### config.mk
export PLATFORM = sky130hd
export DESIGN_NAME = pipe_stage_skid
export DESIGN_NICKNAME = d
export VERILOG_FILES = /design/src/rtl/pipe_stage_skid.sv
export SDC_FILE = /design/constraint.sdc
export NUM_CORES = 1
export LEC_CHECK = 0
export ABC_AREA = 1
export BUFFER_PORTS_ARGS = -buffer_cell sky130_fd_sc_hd__buf_2
export CAP_MARGIN = 30
export CELL_PAD_IN_SITES_DETAIL_PLACEMENT = 1
export CELL_PAD_IN_SITES_GLOBAL_PLACEMENT = 2
export CORE_MARGIN = 3
export CORE_UTILIZATION = 31
export DETAILED_ROUTE_END_ITERATION = 12
export PLACE_DENSITY = 0.85
export REMOVE_ABC_BUFFERS = 1
export SLEW_MARGIN = 20
export SYNTH_ARGS = -nofsm -noshare
export SYNTH_HDL_FRONTEND = slang
export SYNTH_SLANG_ARGS = --single-unit
### constraint.sdc
create_clock -name clk -period 4.8 [get_ports clk]
set_clock_uncertainty 0.05 [all_clocks]
set_input_delay 1.44 -clock clk [delete_from_list [all_inputs] [get_ports clk]]
set_output_delay 1.44 -clock clk [all_outputs]
set_load 0.1 [all_outputs]
### src/rtl/pipe_stage_skid.sv
// Elastic pipeline-stage register with a 2-entry skid buffer, flush-to-bubble,
// and saturating stall/flush statistics. in_ready is registered, so backpressure never crosses the stage combinationally.
module pipe_stage_skid #(
    parameter int unsigned              DATA_W     = 160,
    parameter logic [DATA_W-1:0]        BUBBLE_VAL = '0,
    parameter int unsigned              CNT_W      = 16
) (
    input  logic              clk,
    input  logic              rst,
    input  logic              flush,
    input  logic              in_valid,
    input  logic [DATA_W-1:0] in_data,
    output logic              in_ready,
    output logic              out_valid,
    output logic [DATA_W-1:0] out_data,
    input  logic              out_ready,
    output logic [CNT_W-1:0]  stall_cnt,
    output logic [CNT_W-1:0]  flush_cnt,
    output logic [1:0]        occupancy
);

    // The state is simply {main_v, skid_v}.
    typedef enum logic [1:0] {
        EMPTY   = 2'b00,
        ILLEGAL = 2'b01,
        ONE     = 2'b10,
        TWO     = 2'b11
    } state_t;

    localparam logic [CNT_W-1:0] CNT_MAX = '1;

    logic [DATA_W-1:0] main_d_q, main_d_d;
    logic [DATA_W-1:0] skid_d_q, skid_d_d;
    logic              main_v_q, main_v_d;
    logic              skid_v_q, skid_v_d;
    logic              in_ready_q, in_ready_d;
    logic [CNT_W-1:0]  stall_cnt_q, stall_cnt_d;
    logic [CNT_W-1:0]  flush_cnt_q, flush_cnt_d;

    state_t            state;
    logic              in_xfer;
    logic              out_xfer;
    logic [1:0]        drop_n;
    logic [CNT_W:0]    flush_sum;

    assign state    = state_t'({main_v_q, skid_v_q});
    assign in_xfer  = in_valid & in_ready_q;
    assign out_xfer = main_v_q & out_ready;

    // Entries lost to a flush: the main entry only if it did not leave this cycle.
    assign drop_n    = {1'b0, main_v_q & ~out_xfer} + {1'b0, skid_v_q};
    assign flush_sum = {1'b0, flush_cnt_q} + {{(CNT_W-1){1'b0}}, drop_n};

    always_comb begin
        main_d_d    = main_d_q;
        skid_d_d    = skid_d_q;
        main_v_d    = main_v_q;
        skid_v_d    = skid_v_q;
        stall_cnt_d = stall_cnt_q;
        flush_cnt_d = flush_cnt_q;

        if (rst) begin
            main_d_d    = BUBBLE_VAL;
            skid_d_d    = BUBBLE_VAL;
            main_v_d    = 1'b0;
            skid_v_d    = 1'b0;
            stall_cnt_d = '0;
            flush_cnt_d = '0;
        end else begin
            if (main_v_q && !out_ready && stall_cnt_q != CNT_MAX)
                stall_cnt_d = stall_cnt_q + 1'b1;

            if (flush) begin
                main_d_d    = BUBBLE_VAL;
                skid_d_d    = BUBBLE_VAL;
                main_v_d    = 1'b0;
                skid_v_d    = 1'b0;
                flush_cnt_d = flush_sum[CNT_W] ? CNT_MAX : flush_sum[CNT_W-1:0];
            end else begin
                case (state)
                    EMPTY: begin
                        if (in_xfer) begin
                            main_d_d = in_data;
                            main_v_d = 1'b1;
                        end
                    end
                    ONE: begin
                        if (in_xfer && out_xfer) begin
                            main_d_d = in_data;
                        end else if (in_xfer) begin
                            skid_d_d = in_data;
                            skid_v_d = 1'b1;
                        end else if (out_xfer) begin
                            main_v_d = 1'b0;
                        end
                    end
                    TWO: begin
                        if (out_xfer) begin
                            main_d_d = skid_d_q;
                            skid_v_d = 1'b0;
                        end
                    end
                    default: begin
                        main_v_d = 1'b0;
                        skid_v_d = 1'b0;
                    end
                endcase
            end
        end

        in_ready_d = ~skid_v_d;
    end

    always_ff @(posedge clk) begin
        main_d_q    <= main_d_d;
        skid_d_q    <= skid_d_d;
        main_v_q    <= main_v_d;
        skid_v_q    <= skid_v_d;
        in_ready_q  <= in_ready_d;
        stall_cnt_q <= stall_cnt_d;
        flush_cnt_q <= flush_cnt_d;
    end

    assign in_ready  = in_ready_q;
    assign out_valid = main_v_q;
    assign out_data  = main_d_q;
    assign stall_cnt = stall_cnt_q;
    assign flush_cnt = flush_cnt_q;
    assign occupancy = {1'b0, main_v_q} + {1'b0, skid_v_q};

endmodule

Word-level counts from Yosys, hierarchy flattened
Cells that the tools add are included.

word-level totals
  register bits = 355
  input bits = 165
  output and inout bits = 196
  word-level logic and storage cells = 53

operators by class
  $add $sub $neg = 4
  eq/ne operators = 9
  multiplexer cells = 16
  bitwise gates (word level) = 7
  reduce and logical (&&, ||, !) cells = 10

operators by type and width
  kind                   count
  $mux 160               3
  $pmux 160 s3           1
  $add 16x2->17          1
  $add 16x1->16 const B  1
  $mux 16                1
  $ne 16x16->1 const B   1
  $ne 2x2->1 const B     6
  $mux 1                 9
  $pmux 1 s3             2
  $reduce_and 5->1       1
  $add 1x1->2            2
  $eq 2x2->1 const B     2
  $not 1->1              4
  $reduce_and 4->1       1
  $and 1x1->1            3
  $logic_and 1x1->1      3
  $reduce_and 3->1       1
  $reduce_bool 3->1      1
  $logic_not 2->1        1
  $reduce_or 2->1        1
  $logic_not 1->1        1

Logic depth before layout (Yosys ltp)
Gate-level depths: netlist (run 1).

  depth after elaboration = 7
  mapped depth = 15
  mapped depth without buffers = 15

Worst setup path after synthesis (run 1)
Ideal clock, no wire load.

  path kind = reg-to-output
  start point = reg main_v_q, in the netlist out_valid
  end point = out occupancy[0]
  arrival = 2.124 ns
  slack = 1.186 ns
  cell stages (with the launch flop) = 3
  cells stage by stage = dfxtp_1 -> inv_1 -> ha_1

between the ends
  cells in the longest elaborated chain, start to end = 1

ends and longest elaborated chain
  element                 RTL line  RTL
  start, declared         34        logic main_v_q, main_v_d;
  start signal, assigned  117       main_v_q <= main_v_d;
  $add 1x1->2             129       assign occupancy = {1'b0, main_v_q} + {1'b0, skid_v_q};
  end, declared           19        output logic [1:0] occupancy

No other way between the ends.

Final worst setup path (run 1)
Same ends and word-level chain as after synthesis.

==> metrics.txt, run 1 <==
status complete, no violations; Buffers on Ports 360; Data arrival, critical path just under 2 ns; fill count ~6000; Tightest Pin Transition 0.954 ns; met2 usage approximately 36%; routed wire length a little under 60000 um; setup_tns 0 ns; Hold Path Sink out_data[68]; insertion delay to the later sink of the worst-skew pair about 0.56 ns; Detail Route Antenna Nets 0; die height between 200 and 250 um; r2r setup slk between 1.5 and 2 ns; synthesized flop and latch total roughly 360; Netlist cell types 25; HP Class reg -> reg; Die Wd roughly 230 um; CP Launch Type register; slowest stage delay, CP roughly 0.49 ns; Slowest-stage cell, CP dfxtp_1; Post-Synth Simple-Gate Area 34.3%; Post-synth EDFFs 0; register area around 7100 um^2; Vias ~16000; share of post-route cells with drive strength above 1 around 18%; drt wl/cell roughly 19 um; gp weighted congestion just over 0.8; clk buf depth 3; combinational power share between 10 and 15%; setup ws final about 1.4 ns; CP delay by family, top buffers and inverters; row count 80; Setup Buffers After CTS 0; die area 51600 um^2; Int Pwr 4.99 mW; Cell Area, Synth 15200 um^2; ys flop type dfxtp_1; RSZ-0062 raised after global routing false; Root Driver clkbuf_16; hold path start out_data[68]; mux cell area share after synthesis 0%; fmax 0.292 GHz; busiest grt layer met2; Yosys Warn Count 0; DRT Pass-1 Iters 9; asr flop ratio synth 0%; met1 GRT Util approximately 29%; Synth Area in XOR/XNOR less than 1%; Compound-Gate Fraction of Synth Area around an eighth; switch share slightly above 30%; Via density 5.02; WP buf/inv 2; Leak 8.79 nW; part of the power in registers approximately 43%; switching power total between 2 and 2.5 mW; CTS Buf Count 42; reg2reg path depth 12; critical-path cell list inv_1, ha_1, buf_2; hold buffers post-CTS 0; met3 Use GR 4.68%; Clock Pin Slew Worst Setup and Hold Paths approximately 0.060 ns; Period Utilization, post-route 71.3%; endpoint type of the worst setup path primary output; worst vdd ir 0.000230 V; final hold vios 0; Avg Cell Area, Syn ~6.8 um^2; I/O Pins between 300 and 400; Slew headroom between 30% and 40%; vias in the first global route between 15000 and 20000; global-route wire length before repair about 90000 um; Max-cap violations 0; Place WS roughly 1 ns; largest family of logic cells by synthesized area simple AND/OR/NAND/NOR gates; largest net degree at the start of global routing between 150 and 200; max-slew violation count 0; initial antenna violation count 10; initial drt markers between 700 and 800; r2r endpoint flush_cnt[9]; setup violators final 0; Final Net Count 2670; sequential fraction of the synthesis area between 40% and 50%; Area Growth Syn to Fin 22.4%; critical path peak fanout 6; cts repair resizes 0; total grt overflow 0; Synth Area in Adders less than 1%; clock network fraction of design power 42.6%; CTS H-Tree Depth 2; minimum clock period between 3 and 4 ns; dpl hpwl 35300 um; critical path class reg -> out; core region area between 40000 and 50000 um^2; CTS tree done; Hold Path Cell Cnt 2; total track usage between 20% and 30%; PwrDens 385 nW/um^2; critical path required time 3.31 ns; area of the multi-input gates 7220 um^2; initial core utilization 31.6%; # clock sinks 355; Syn Inst Count approximately 2200; DRC Markers 0; r2r startpoint out_valid
## layout make-up
cell class	instances	area share, %
clock inverter	7	0.290
sequential	355	38.3
timing repair buffer	373	10.8
tap	615	4.14
clock buffer	64	6.59
inverter	45	0.963
antenna	6	0.0808
multi-input combinational	1681	38.9
## cell usage after synthesis (4+ instances only)
cell type / n / area [um^2]
nand2_1: 738 / 2770
nor2_1: 362 / 1360
dfxtp_1: 355 / 7110
nand3_1: 186 / 931
a21oi_1: 181 / 906
o21ai_0: 167 / 836
buf_2: 82 / 410
clkbuf_1: 75 / 282
inv_1: 41 / 154
nand4_1: 8 / 50.1
nor3_1: 7 / 35.0
ha_1: 6 / 75.1
xor2_1: 6 / 52.6
a31oi_1: 4 / 25.0
inv_2: 4 / 15.0
## metal layers
metal / share of wire (%) / up-vias
met1: 46 / 7675
met5: 0.11 / -
met3: 5.0 / 97
met4: 2.6 / 10
li1: - / 7684
met2: 46 / 342
## cells by family (layout without fill, tap and decap cells)
group	Yosys count	count (layout)
buf+inv	205	489
xor+xnor	9	9
flops	355	355
fa+ha+maj	7	7
compound gates	356	356
simple gates	1309	1309
other cells	0	6
## power by group through the flow
stage | clock, mW | combinational [mW] | sequential [mW]
after floorplan | 0 | 0.312 | 3.52
after global placement | 0 | 1.02 | 3.14
after detailed placement | 0 | 1.03 | 3.14
after CTS | 3.14 | 1.04 | 3.08
after global routing | 3.26 | 1.10 | 3.08
final | 3.05 | 1.03 | 3.08
## metrics by stage
stage | hold slack (ns) | std cells | utilization (%) | power [mW] | area [um^2]
after floorplan | 0.428 | 2081 | - | 3.84 | 14500
after global placement | 0.395 | 3068 | 35.9 | 4.15 | 17300
after detailed placement | 0.402 | 3069 | 36.0 | 4.17 | 17300
after CTS | 0.410 | 3140 | 38.6 | 7.25 | 18600
after global routing | 0.418 | 3143 | 38.6 | 7.45 | 18600
final | 0.407 | 3146 | 38.7 | 7.15 | 18600
## worst max path at each step
stage | from | to | slack [ns] | cells past startpoint
floorplan | out_valid | out_data[0] | -3.04 | 6
global placement | out_ready | flush_cnt[14] | 1.09 | 12
detailed placement | out_ready | flush_cnt[9] | 0.98 | 12
CTS | out_valid | occupancy[0] | 1.32 | 3
global route | out_ready | flush_cnt[15] | 1.28 | 12
finish | out_valid | occupancy[0] | 1.38 | 3
## worst register-to-register path, delay by kind of cell, from the launching register on
family,cells,cell delay (ns)
AND/OR/NAND/NOR,6,1.27
buffers and inverters,4,0.47
adder cells (fa/ha/maj),2,0.61
flip-flops,1,0.49
## flip-flops by register name, indices dropped and copies added (netlist names)
name       cells
stall_cnt     16
out_valid      1
flush_cnt     16
in_ready       1
skid_d_q     160
skid_v_q       1
out_data     160
## placed cells by master (no fill, tap or decap), types with 2 or more instances in the layout
cell type  instances
inv_4              2
buf_4              5
clkbuf_16         42
ha_1               5
nor3_1             7
nand2_1          738
o21ai_0          167
clkbuf_8           9
diode_2            6
clkbuf_1          13
nor2_2             2
a21oi_1          181
clkinv_2           4
nor2_4             3
dfxtp_1          355
o21ai_2            2
nand3_1          186
nor2_1           362
inv_6              3
a31oi_1            4
buf_12             7
xnor2_1            3
nand4_1            8
buf_2            360
xor2_1             6
inv_1             41
Note: power is estimated with default switching activity, not from simulation.
==> run 2, diff against run 1 <==
--- a/config.mk
+++ b/config.mk
@@ -11,9 +11,9 @@
 export CELL_PAD_IN_SITES_DETAIL_PLACEMENT = 1
 export CELL_PAD_IN_SITES_GLOBAL_PLACEMENT = 2
 export CORE_MARGIN = 3
-export CORE_UTILIZATION = 31
+export CORE_UTILIZATION = 26
 export DETAILED_ROUTE_END_ITERATION = 12
-export PLACE_DENSITY = 0.85
+export PLACE_DENSITY = 0.76
 export REMOVE_ABC_BUFFERS = 1
 export SLEW_MARGIN = 20
 export SYNTH_ARGS = -nofsm -noshare
==> constraint.sdc (replaced) <==
create_clock -name clk -period 2.91 [get_ports clk]
set_clock_uncertainty 0.05 [all_clocks]
set_input_delay 0.873 -clock clk [delete_from_list [all_inputs] [get_ports clk]]
set_output_delay 0.873 -clock clk [all_outputs]
set_load 0.1 [all_outputs]
==> run 2 against run 1 <==
Net effect:
- hold slack better by 0.0029 ns
- final cell count up 5.7%
- combinational power up 67%
- count of clock-buffer cells in the layout up 10
- largest power group is now clock
- critical path depth unchanged
==> metrics.txt, run 2 (synthesis gave the netlist of run 1 again) <==
status complete, no violations; slowest stage delay, CP 0.44 ns (-0.05 ns); Leak 9.01 nW (+2.5%); post-layout util 33.6% (-5.0 points); commonest non-fill, non-tap cell in the layout nand2_1; final hold vios 0 (unchanged); I/O Pins 361 (unchanged); Root Driver clkbuf_16; critical path class reg -> out; CTS tree done; die area 61300 um^2 (+19%); Data arrival, critical path 1.86 ns (-0.07 ns); die height 248 um (+8.9%); total track usage 19.0% (-2.8 points); Place WS 0.106 ns (-0.870 ns); Buffers on Ports 360 (unchanged); Slowest-stage cell, CP buf_2; design area 19200 um^2 (+3.3%); Slew headroom 46.7% (+10 points); vias in the first global route 16300 (+3.0%); critical path peak fanout 4 (-2); initial core utilization 26.6% (-5.0 points); row count 87 (+8.8%); critical path required time 1.99 ns (-1.32 ns); initial antenna violation count 12 (+2); # clock sinks 355 (unchanged); Max-cap violations 0 (unchanged); setup ws final 0.129 ns (-1.25 ns); r2r setup slk 0.64 ns (-1.23 ns); total grt overflow 0 (unchanged); setup_tns 0 ns (unchanged); Final Hold Slack 0.409 ns (+0.00291 ns); dpl hpwl 38300 um (+8.5%); Final Net Count 2697 (+1.0%); minimum clock period 2.78 ns; largest net degree at the start of global routing 162 (unchanged); Area Growth Syn to Fin 26.4%; clk buf depth 3 (unchanged); post-place instance area 17700 um^2 (+2.6%); core region area 57000 um^2 (+19%); hold buffers post-CTS 0 (unchanged); CTS Buf Count 44 (+4.8%); CP Launch Type register; initial drt markers 570 (-24%); Tightest Pin Transition 0.799 ns (-0.155 ns); Clock Pin Slew Worst Setup and Hold Paths 0.06 ns (about the same); HP Class reg -> reg; setup violators final 0 (unchanged); fill count 7244 (+18%); cts repair resizes 0 (unchanged); worst vdd ir 0.000350 V (+52%); global-route wire length before repair 92100 um (+2.7%); Detail Route Antenna Nets 0 (unchanged); critical-path cell list inv_1, ha_1, buf_2; routed wire length 59500 um (+2.2%); Period Utilization, post-route 95.6%; share of post-route cells with drive strength above 1 18.7% (+0.97 points); endpoint type of the worst setup path primary output; drt wl/cell 17.9 um (-3.3%); CTS H-Tree Depth 2 (unchanged); Via density 4.77 (-5.0%); gp weighted congestion 0.812 (-0.56%); Vias 15900 (+0.42%); fmax approximately 0.36 GHz; DRT Pass-1 Iters 4 (-5); DRC Markers 0 (unchanged); Die Wd 248 um (+8.9%); most frequent cells in the layout 738 x nand2_1, 362 x nor2_1, 359 x buf_2; PwrDens 639 nW/um^2 (+66%); Setup Buffers After CTS 0 (unchanged); insertion delay to the later sink of the worst-skew pair 0.56 ns (about the same); max-slew violation count 0 (unchanged); RSZ-0062 raised after global routing false
==> run 2: worst paths after layout <==
kind            startpoint       endpoint  depth (start not counted)
max               skid_v_q   occupancy[0]                          3
min          out_data[138]  out_data[138]                          2
max reg2reg      out_valid   skid_d_q[26]                          7
min reg2reg  out_data[138]  out_data[138]                          2
==> run 2: final cells by class <==
class / instances / area (um^2) / area share, %
inverters: 45 / 181 / 0.946
clock buffers: 74 / 1360 / 7.06
well taps: 756 / 946 / 4.93
flip-flops and latches: 355 / 7110 / 37.0
clock inverters: 7 / 76.3 / 0.398
repair buffers: 398 / 2280 / 11.9
diodes: 10 / 25.0 / 0.130
multi-input cells: 1681 / 7220 / 37.6
==> run 2: report_power, final <==
part | internal (mW) | switching, mW
clock | 3.26 | 2.21
sequential | 4.99 | 0.0821
combinational | 0.370 | 1.35
==> run 2: routing by layer <==
metal / vias up / track usage (%) / wire (um)
met5: - / 0 / 39
met4: 6 / 5.20 / 1270
met3: 80 / 3.79 / 3100
met2: 326 / 33.0 / 28600
met1: 7707 / 23.9 / 26600
li1: 7756 / - / -
==> run 2: worst max-delay path: cells and delay by family, from the launching register on <==
kind	cells	cell delay, ns
fa+ha+maj	1	0.34
buf+inv	2	0.56
flops	1	0.40
==> run 2: through the flow <==
step           std cells  power, mW
5_1_grt             3322       12.8
3_5_place_dp        3235       6.92
4_1_cts             3316       12.5
2_1_floorplan       2081       6.33
3_3_place_gp        3235       6.90
6_report            3326       12.3
